===== config.mk =====
export PLATFORM = sky130hd
export DESIGN_NAME = maxpool_stream_engine
export DESIGN_NICKNAME = d
export VERILOG_FILES = /design/src/rtl/maxpool_stream_engine_pkg.sv /design/src/rtl/maxpool_stream_engine_pool_window_max.sv /design/src/rtl/maxpool_stream_engine.sv
export SDC_FILE = /design/constraint.sdc
export NUM_CORES = 1
export LEC_CHECK = 0
export CAP_MARGIN = 30
export CELL_PAD_IN_SITES_DETAIL_PLACEMENT = 1
export CELL_PAD_IN_SITES_GLOBAL_PLACEMENT = 1
export CORE_AREA = 2 2 273 275
export DETAILED_ROUTE_END_ITERATION = 12
export DIE_AREA = 0 0 275 277
export PLACE_DENSITY = 0.7
export SYNTH_ARGS = -nofsm -noshare
export SYNTH_HDL_FRONTEND = slang
export SYNTH_SLANG_ARGS = --single-unit
export TNS_END_PERCENT = 1

===== constraint.sdc =====
create_clock -name clk -period 6.55 [get_ports clk]
set_input_delay 0.655 -clock clk [delete_from_list [all_inputs] [get_ports clk]]
set_output_delay 0.655 -clock clk [all_outputs]
set_load 0.005 [all_outputs]

===== src/rtl/maxpool_stream_engine_pkg.sv =====
// ---------------------------------------------------------------------------
// maxpool_stream_engine_pkg
//   Shared constants for the streaming max-pool engine.
//   - FSM state encodings (IDLE, STREAM, SCAN, EMIT, DONE)
//   - clog2_min1(): ceiling log2 clamped to a minimum of one bit, used to
//     size counters and address fields from the map/window parameters.
// ---------------------------------------------------------------------------
package maxpool_stream_engine_pkg;

  localparam logic [2:0] ST_IDLE   = 3'd0;
  localparam logic [2:0] ST_STREAM = 3'd1;
  localparam logic [2:0] ST_SCAN   = 3'd2;
  localparam logic [2:0] ST_EMIT   = 3'd3;
  localparam logic [2:0] ST_DONE   = 3'd4;

  function automatic int clog2_min1(input int value);
    int bits;
    bits = 0;
    while ((1 << bits) < value) bits = bits + 1;
    return (bits < 1) ? 1 : bits;
  endfunction

endpackage


===== src/rtl/maxpool_stream_engine_pool_window_max.sv =====
// ---------------------------------------------------------------------------
// pool_window_max
//   Sequential running-maximum accumulator for one pooling window.
//   Ports:
//     clk, rst  clock / asynchronous active-high reset
//     clear     load din unconditionally (first element of a window)
//     en        compare din against the running max and keep the larger
//     din       signed candidate value
//     max_out   registered running maximum
//   Ties keep the value already held, so the earliest maximum wins.
// ---------------------------------------------------------------------------
module pool_window_max
  import maxpool_stream_engine_pkg::*;
#(
  parameter int DATA_W = 23
) (
  input  logic                     clk,
  input  logic                     rst,
  input  logic                     clear,
  input  logic                     en,
  input  logic signed [DATA_W-1:0] din,
  output logic signed [DATA_W-1:0] max_out
);

  logic signed [DATA_W-1:0] acc;

  always_ff @(posedge clk or posedge rst) begin
    if (rst) begin
      acc <= '0;
    end else if (clear) begin
      acc <= din;
    end else if (en && (din > acc)) begin
      acc <= din;
    end
  end

  assign max_out = acc;

endmodule


===== src/rtl/maxpool_stream_engine.sv =====
// ---------------------------------------------------------------------------
// maxpool_stream_engine
//   Streaming K x K / stride-S max-pool stage. Accepts raster-order conv
//   results over a valid/ready handshake, keeps the last POOL_K rows in a
//   ring buffer, and for every complete window scans the K*K buffered
//   values through pool_window_max, then strobes the maximum out.
//   Ports:
//     clk, rst    clock / asynchronous active-high reset
//     start       begin a frame (only honoured in IDLE)
//     in_valid    in_data valid
//     in_data     signed conv result
//     in_ready    engine accepts in_data (STREAM state only)
//     out_valid   one-cycle write strobe
//     out_addr    row-major pooled index (held between strobes)
//     out_data    signed window maximum (held between strobes)
//     busy        high outside IDLE
//     done        one-cycle pulse after the final output
//   Configuration macro:
//     RELU_EN     when defined, inputs are clamped to max(0, in_data)
//                 before they are written to the ring buffer.
// ---------------------------------------------------------------------------
module maxpool_stream_engine
  import maxpool_stream_engine_pkg::*;
#(
  parameter int DATA_W  = 23,
  parameter int IN_W    = 7,
  parameter int IN_H    = 7,
  parameter int POOL_K  = 3,
  parameter int POOL_S  = 2,
  localparam int OUT_W  = (IN_W - POOL_K) / POOL_S + 1,
  localparam int OUT_H  = (IN_H - POOL_K) / POOL_S + 1,
  localparam int OA_W   = clog2_min1(OUT_W * OUT_H)
) (
  input  logic                     clk,
  input  logic                     rst,
  input  logic                     start,
  input  logic                     in_valid,
  input  logic signed [DATA_W-1:0] in_data,
  output logic                     in_ready,
  output logic                     out_valid,
  output logic [OA_W-1:0]          out_addr,
  output logic signed [DATA_W-1:0] out_data,
  output logic                     busy,
  output logic                     done
);

  // Column index, trigger-column (may run past the map edge), row and
  // trigger-row widths, ring-buffer slot width.
  localparam int CIW = clog2_min1(IN_W);
  localparam int CW  = clog2_min1(IN_W + POOL_S);
  localparam int RW  = clog2_min1(IN_H + POOL_S);
  localparam int KW  = clog2_min1(POOL_K);
  localparam int KW1 = KW + 1;
  localparam int KD  = 1 << KW;
  localparam int CD  = 1 << CIW;

  logic [2:0]               state;
  logic [CIW-1:0]           col, scan_col0, rd_col;
  logic [CW-1:0]            trig_col;
  logic [RW-1:0]            row, trig_row;
  logic [KW-1:0]            row_slot, next_slot, scan_row0, scan_r, scan_c, rd_slot;
  logic [KW1-1:0]           slot_sum;
  logic [OA_W-1:0]          out_cnt, out_addr_q;
  logic signed [DATA_W-1:0] out_data_q, wr_data, rd_data, win_max;
  logic                     hs, last_col, trigger, scan_first, scan_last;
  logic                     acc_clear, acc_en;

  // Power-of-two sized so every index is exactly as wide as the array needs.
  logic signed [DATA_W-1:0] buf_mem [KD][CD];

`ifdef RELU_EN
  assign wr_data = in_data[DATA_W-1] ? '0 : in_data;
`else
  assign wr_data = in_data;
`endif

  assign in_ready  = (state == ST_STREAM);
  assign hs        = in_valid & in_ready;
  assign last_col  = (col == CIW'(IN_W - 1));
  assign next_slot = (row_slot == KW'(POOL_K - 1)) ? '0 : row_slot + KW'(1);

  // trig_row/trig_col step by the stride from K-1, so a match means the
  // element closes a complete, stride-aligned window.
  assign trigger   = hs && (row == trig_row) && (CW'(col) == trig_col);

  assign scan_first = (scan_r == '0) && (scan_c == '0);
  assign scan_last  = (scan_r == KW'(POOL_K - 1)) && (scan_c == KW'(POOL_K - 1));

  // The oldest window row lives in the slot after the trigger row's slot.
  assign slot_sum = KW1'(scan_row0) + KW1'(scan_r);
  assign rd_slot  = (slot_sum >= KW1'(POOL_K)) ? KW'(slot_sum - KW1'(POOL_K)) : KW'(slot_sum);
  assign rd_col   = scan_col0 + CIW'(scan_c);
  assign rd_data  = buf_mem[rd_slot][rd_col];

  assign acc_en    = (state == ST_SCAN);
  assign acc_clear = acc_en && scan_first;

  pool_window_max #(
    .DATA_W (DATA_W)
  ) u_window_max (
    .clk     (clk),
    .rst     (rst),
    .clear   (acc_clear),
    .en      (acc_en),
    .din     (rd_data),
    .max_out (win_max)
  );

  // Buffer contents survive reset; only the handshake writes them.
  always_ff @(posedge clk) begin
    if (hs) begin
      buf_mem[row_slot][col] <= wr_data;
    end
  end

  always_ff @(posedge clk or posedge rst) begin
    if (rst) begin
      state      <= ST_IDLE;
      col        <= '0;
      row        <= '0;
      row_slot   <= '0;
      trig_col   <= '0;
      trig_row   <= '0;
      scan_col0  <= '0;
      scan_row0  <= '0;
      scan_r     <= '0;
      scan_c     <= '0;
      out_cnt    <= '0;
      out_addr_q <= '0;
      out_data_q <= '0;
    end else begin
      case (state)
        ST_IDLE: begin
          if (start) begin
            state    <= ST_STREAM;
            col      <= '0;
            row      <= '0;
            row_slot <= '0;
            trig_col <= CW'(POOL_K - 1);
            trig_row <= RW'(POOL_K - 1);
            out_cnt  <= '0;
          end
        end
        ST_STREAM: begin
          if (hs) begin
            if (last_col) begin
              col      <= '0;
              row      <= row + RW'(1);
              row_slot <= next_slot;
              trig_col <= CW'(POOL_K - 1);
              if (row == trig_row) begin
                trig_row <= trig_row + RW'(POOL_S);
              end
            end else begin
              col <= col + CIW'(1);
              if (CW'(col) == trig_col) begin
                trig_col <= trig_col + CW'(POOL_S);
              end
            end
            if (trigger) begin
              state     <= ST_SCAN;
              scan_row0 <= next_slot;
              scan_col0 <= col - CIW'(POOL_K - 1);
              scan_r    <= '0;
              scan_c    <= '0;
            end
          end
        end
        ST_SCAN: begin
          if (scan_c == KW'(POOL_K - 1)) begin
            scan_c <= '0;
            scan_r <= scan_r + KW'(1);
          end else begin
            scan_c <= scan_c + KW'(1);
          end
          if (scan_last) begin
            state <= ST_EMIT;
          end
        end
        ST_EMIT: begin
          out_addr_q <= out_cnt;
          out_data_q <= win_max;
          out_cnt    <= out_cnt + OA_W'(1);
          state      <= (out_cnt == OA_W'(OUT_W * OUT_H - 1)) ? ST_DONE : ST_STREAM;
        end
        ST_DONE: begin
          state <= ST_IDLE;
        end
        default: begin
          state <= ST_IDLE;
        end
      endcase
    end
  end

  // During the strobe cycle the fresh result is shown directly; the held
  // copies keep the outputs stable until the next strobe.
  assign out_valid = (state == ST_EMIT);
  assign out_addr  = out_valid ? out_cnt : out_addr_q;
  assign out_data  = out_valid ? win_max : out_data_q;
  assign busy      = (state != ST_IDLE);
  assign done      = (state == ST_DONE);

endmodule

==> results.txt <==
die width = 275 um
Flop pwr share = 0.334
Tot GR Track Use = 0.267
Syn Area/Cell = 13.8 um2
layout cell share with drive strength beyond 1 = 0.123
Clock Root Buffer = clkbuf_16
dpl hpwl = 57100 um
vias in the first global route = 21.8k
status = completed
post-synthesis sequential area ratio = 0.740
max_slew headroom = 0.237
Finished Layout Cells = 3523
worst-margin pin slew = 1.13 ns
CTS Sinks = 817
Max-Cap Viols = 0
Initial Util = 0.443
# IOs = 58
endpoints failing hold = 0
most common cell after layout, fill and taps aside = edfxtp_1
Leak = 12.9 nW
Post-Route WL = 103000 um
Switch Pwr = 7.50 mW
slowest stage cell on the critical path = nor4_2
clock power share = 0.254
CTS clock-pin slew for the worst setup and hold paths = 0.06 ns
Max Fanout on Critical Path = 37
dominant synthesized flop cell = edfxtp_1
Inst Count DP = 3352
critical path required time = 7.06 ns
CP dominant cell by count = ha_1
Port Buffers = 57
Power Total = 18.9 mW
post-synthesis register bit count = 817
CP Cell Sequence = ha_1 > inv_1 > fa_1 > inv_1 > ha_1 > nor2b_4 > a21o_1 > and2_4 > buf_12 > buf_4 > nand2_1 > a32oi_1 > a31oi_1 > nor4_2 > ha_1 > nand2_1 > nor2_1 > a211oi_1 > nor2b_1 > a221oi_1 > a21oi_1 > and2_1 > buf_4 > mux2_2
Final ANT Viol Nets = 0
Async S/R FF share, synth = 0.0991
Post-Synthesis Cells = 2358
Synth warnings = 0
met1 GRT Util = 0.342
fmax = 158 MHz
worst slack after detailed placement = 0.326 ns
1st-iter DRT viols = 2166
GR Layer Usage met2 = 0.431
num rows = 100
routability cong. = 0.812
CTS Buffer Depth = 3
mapped cell area = 0.0326 mm2
post-route setup slack = 0.216 ns
type of the worst setup path = flip-flop to flip-flop
EDFF count, synth = 736
post-CTS setup buffers = 0
Max stage delay on crit path = 0.82 ns
Hold WC Path Type = input pin to asynchronous set/reset pin
pwr/cell area = 498 mW/mm2
arrival time at the worst endpoint = 6.85 ns
CP Launch Type = flip-flop
Final Util = 0.517
hold buffers post-CTS = 0
period utilization = 0.967
fin. max-slew vios = 0
VDD IR max = 375 uV
setup violators final = 0
Net Sw Frac = 0.397
initial antenna violation count = 5
DR vias/cell = 5.94
Final min period = 6.33 ns
Netlist cell types = 49
clock latency on the worst-skew pair = 0.65 ns
DRC errors left = 0
CTS tree = done
Via Count = 20.9k
die footprint = 0.0762 mm2
die height = 277 um
Comb pwr share = 0.412
core area = 0.0736 mm2
Layout Area Growth over Synthesis = 16.6%
CP Capture Type = flip-flop
Int Pwr = 11.4 mW
DRT Pass-1 Iters = 7
met3 GRT Util = 0.0643
H-tree Lvls = 3
Syn Nets = 2424
TNS Setup = 0 ns
Final #Nets = 2548
clk_skew = 0.0229 ns
CTS buffer count = 85
grt ovf = 0
post-cts resize count = 0
most frequent cells in the layout = edfxtp_1 (736), nand2_1 (626), nand3_1 (195), clkbuf_16 (97), mux2i_1 (95)
pin count of the biggest net entering global routing = 65
global routing's busiest layer = met2
drt wl/cell = 29.2 um
first-pass GRT wire length = 146000 um
==> final timing paths <==
check                         startpoint                       to  slack, ns  cells after the start
min in group clk           out_addr_q[2]            out_addr_q[2]       0.48                      2
max                            scan_r[0]  u_window_max.max_out[5]       0.22                     24
max reg2reg                    scan_r[0]  u_window_max.max_out[5]       0.22                     24
min                                  rst            out_addr_q[0]       0.48                      3
min reg2reg                out_addr_q[2]            out_addr_q[2]       0.48                      2
max in group asynchronous            rst  u_window_max.max_out[1]       5.45                      4
==> area by class of cell <==
| cell class | count | area [um2] |
|---|---|---|
| Clock inverter | 49 | 435 |
| Antenna cell | 2 | 5.00 |
| Clock buffer | 108 | 2310 |
| Fill cell | 7168 | 35600 |
| Multi-Input combinational cell | 1365 | 7960 |
| Tap cell | 969 | 1210 |
| Inverter | 40 | 151 |
| Sequential cell | 817 | 24100 |
| Timing Repair Buffer | 173 | 1800 |
==> synth_stat cells (3+ instances only) <==
cell type | instances | share of area
a211oi_1 | 4 | 0.00092
a21o_1 | 3 | 0.00069
a21oi_1 | 12 | 0.0018
a31oi_1 | 92 | 0.018
a32oi_1 | 91 | 0.024
and2_1 | 6 | 0.0012
buf_1 | 17 | 0.0020
buf_2 | 34 | 0.0052
buf_4 | 13 | 0.0030
buf_6 | 5 | 0.0017
clkbuf_1 | 68 | 0.0078
dfrtp_1 | 81 | 0.062
edfxtp_1 | 736 | 0.68
ha_1 | 37 | 0.014
inv_1 | 40 | 0.0046
mux2_1 | 5 | 0.0017
mux2_2 | 17 | 0.0059
mux2i_1 | 95 | 0.029
nand2_1 | 626 | 0.072
nand2b_1 | 6 | 0.0012
nand3_1 | 195 | 0.030
nand4_1 | 7 | 0.0013
nor2_1 | 52 | 0.0060
nor2b_1 | 3 | 0.00058
nor4_1 | 4 | 0.00077
nor4_2 | 20 | 0.0077
o21ai_0 | 49 | 0.0075
or3_1 | 3 | 0.00058
xor2_1 | 9 | 0.0024
==> through the flow <==
stage          cell area (um2)  hold slack [ns]
2_1_floorplan            32600            0.450
3_3_place_gp             34900            0.456
3_5_place_dp             35000            0.468
4_1_cts                  37700            0.481
5_1_grt                  38000            0.489
6_report                 38000            0.476
==> power groups by stage <==
stage	Combinational (mW)	Clock, mW	Sequential [mW]
finish	7.79	4.81	6.32
global route	8.28	5.05	6.36
CTS	7.63	4.86	6.33
detailed placement	7.53	0	6.43
global placement	7.30	0	6.40
floorplan	4.34	0	6.36
==> sequential cells by signal (all words and copies together) (netlist names) <==
| name | count |
|---|---|
| buf_mem | 736 |
| col | 3 |
| out_addr_q | 4 |
| out_cnt | 4 |
| out_data_q | 23 |
| row | 4 |
| row_slot | 2 |
| scan_c | 2 |
| scan_col0 | 3 |
| scan_r | 2 |
| scan_row0 | 2 |
| state | 3 |
| trig_col | 3 |
| trig_row | 3 |
| u_window_max.max_out | 23 |
==> routing by layer <==
metal | share of wire | wire [um]
met5 | 0.00060 | 62
met4 | 0.046 | 4730
met3 | 0.075 | 7680
met2 | 0.48 | 49500
met1 | 0.40 | 40800
==> worst max-delay path, delay by kind of cell, from the launching register on <==
kind            cells  cell delay [ns]
flops               1             0.36
buf+inv             5             0.84
fa+ha+maj           4             1.33
mux                 1             0.36
simple gates        8             2.06
compound gates      6             1.24
==> cell families (layout without fill, tap and decap cells) <==
logic type | count (synthesis) | after routing | synth area share
and+or+nand+nor | 936 | 938 | 0.124
DFF | 817 | 817 | 0.740
xor gates and xnor gates | 11 | 11 | 0.00296
adders and majority gates | 39 | 39 | 0.0154
muxes | 117 | 117 | 0.0368
AOI/OAI and AO/OA | 260 | 260 | 0.0553
buffers and inverters | 178 | 370 | 0.0248
other | 0 | 2 | 0
Power figures use the tool's default switching activity.
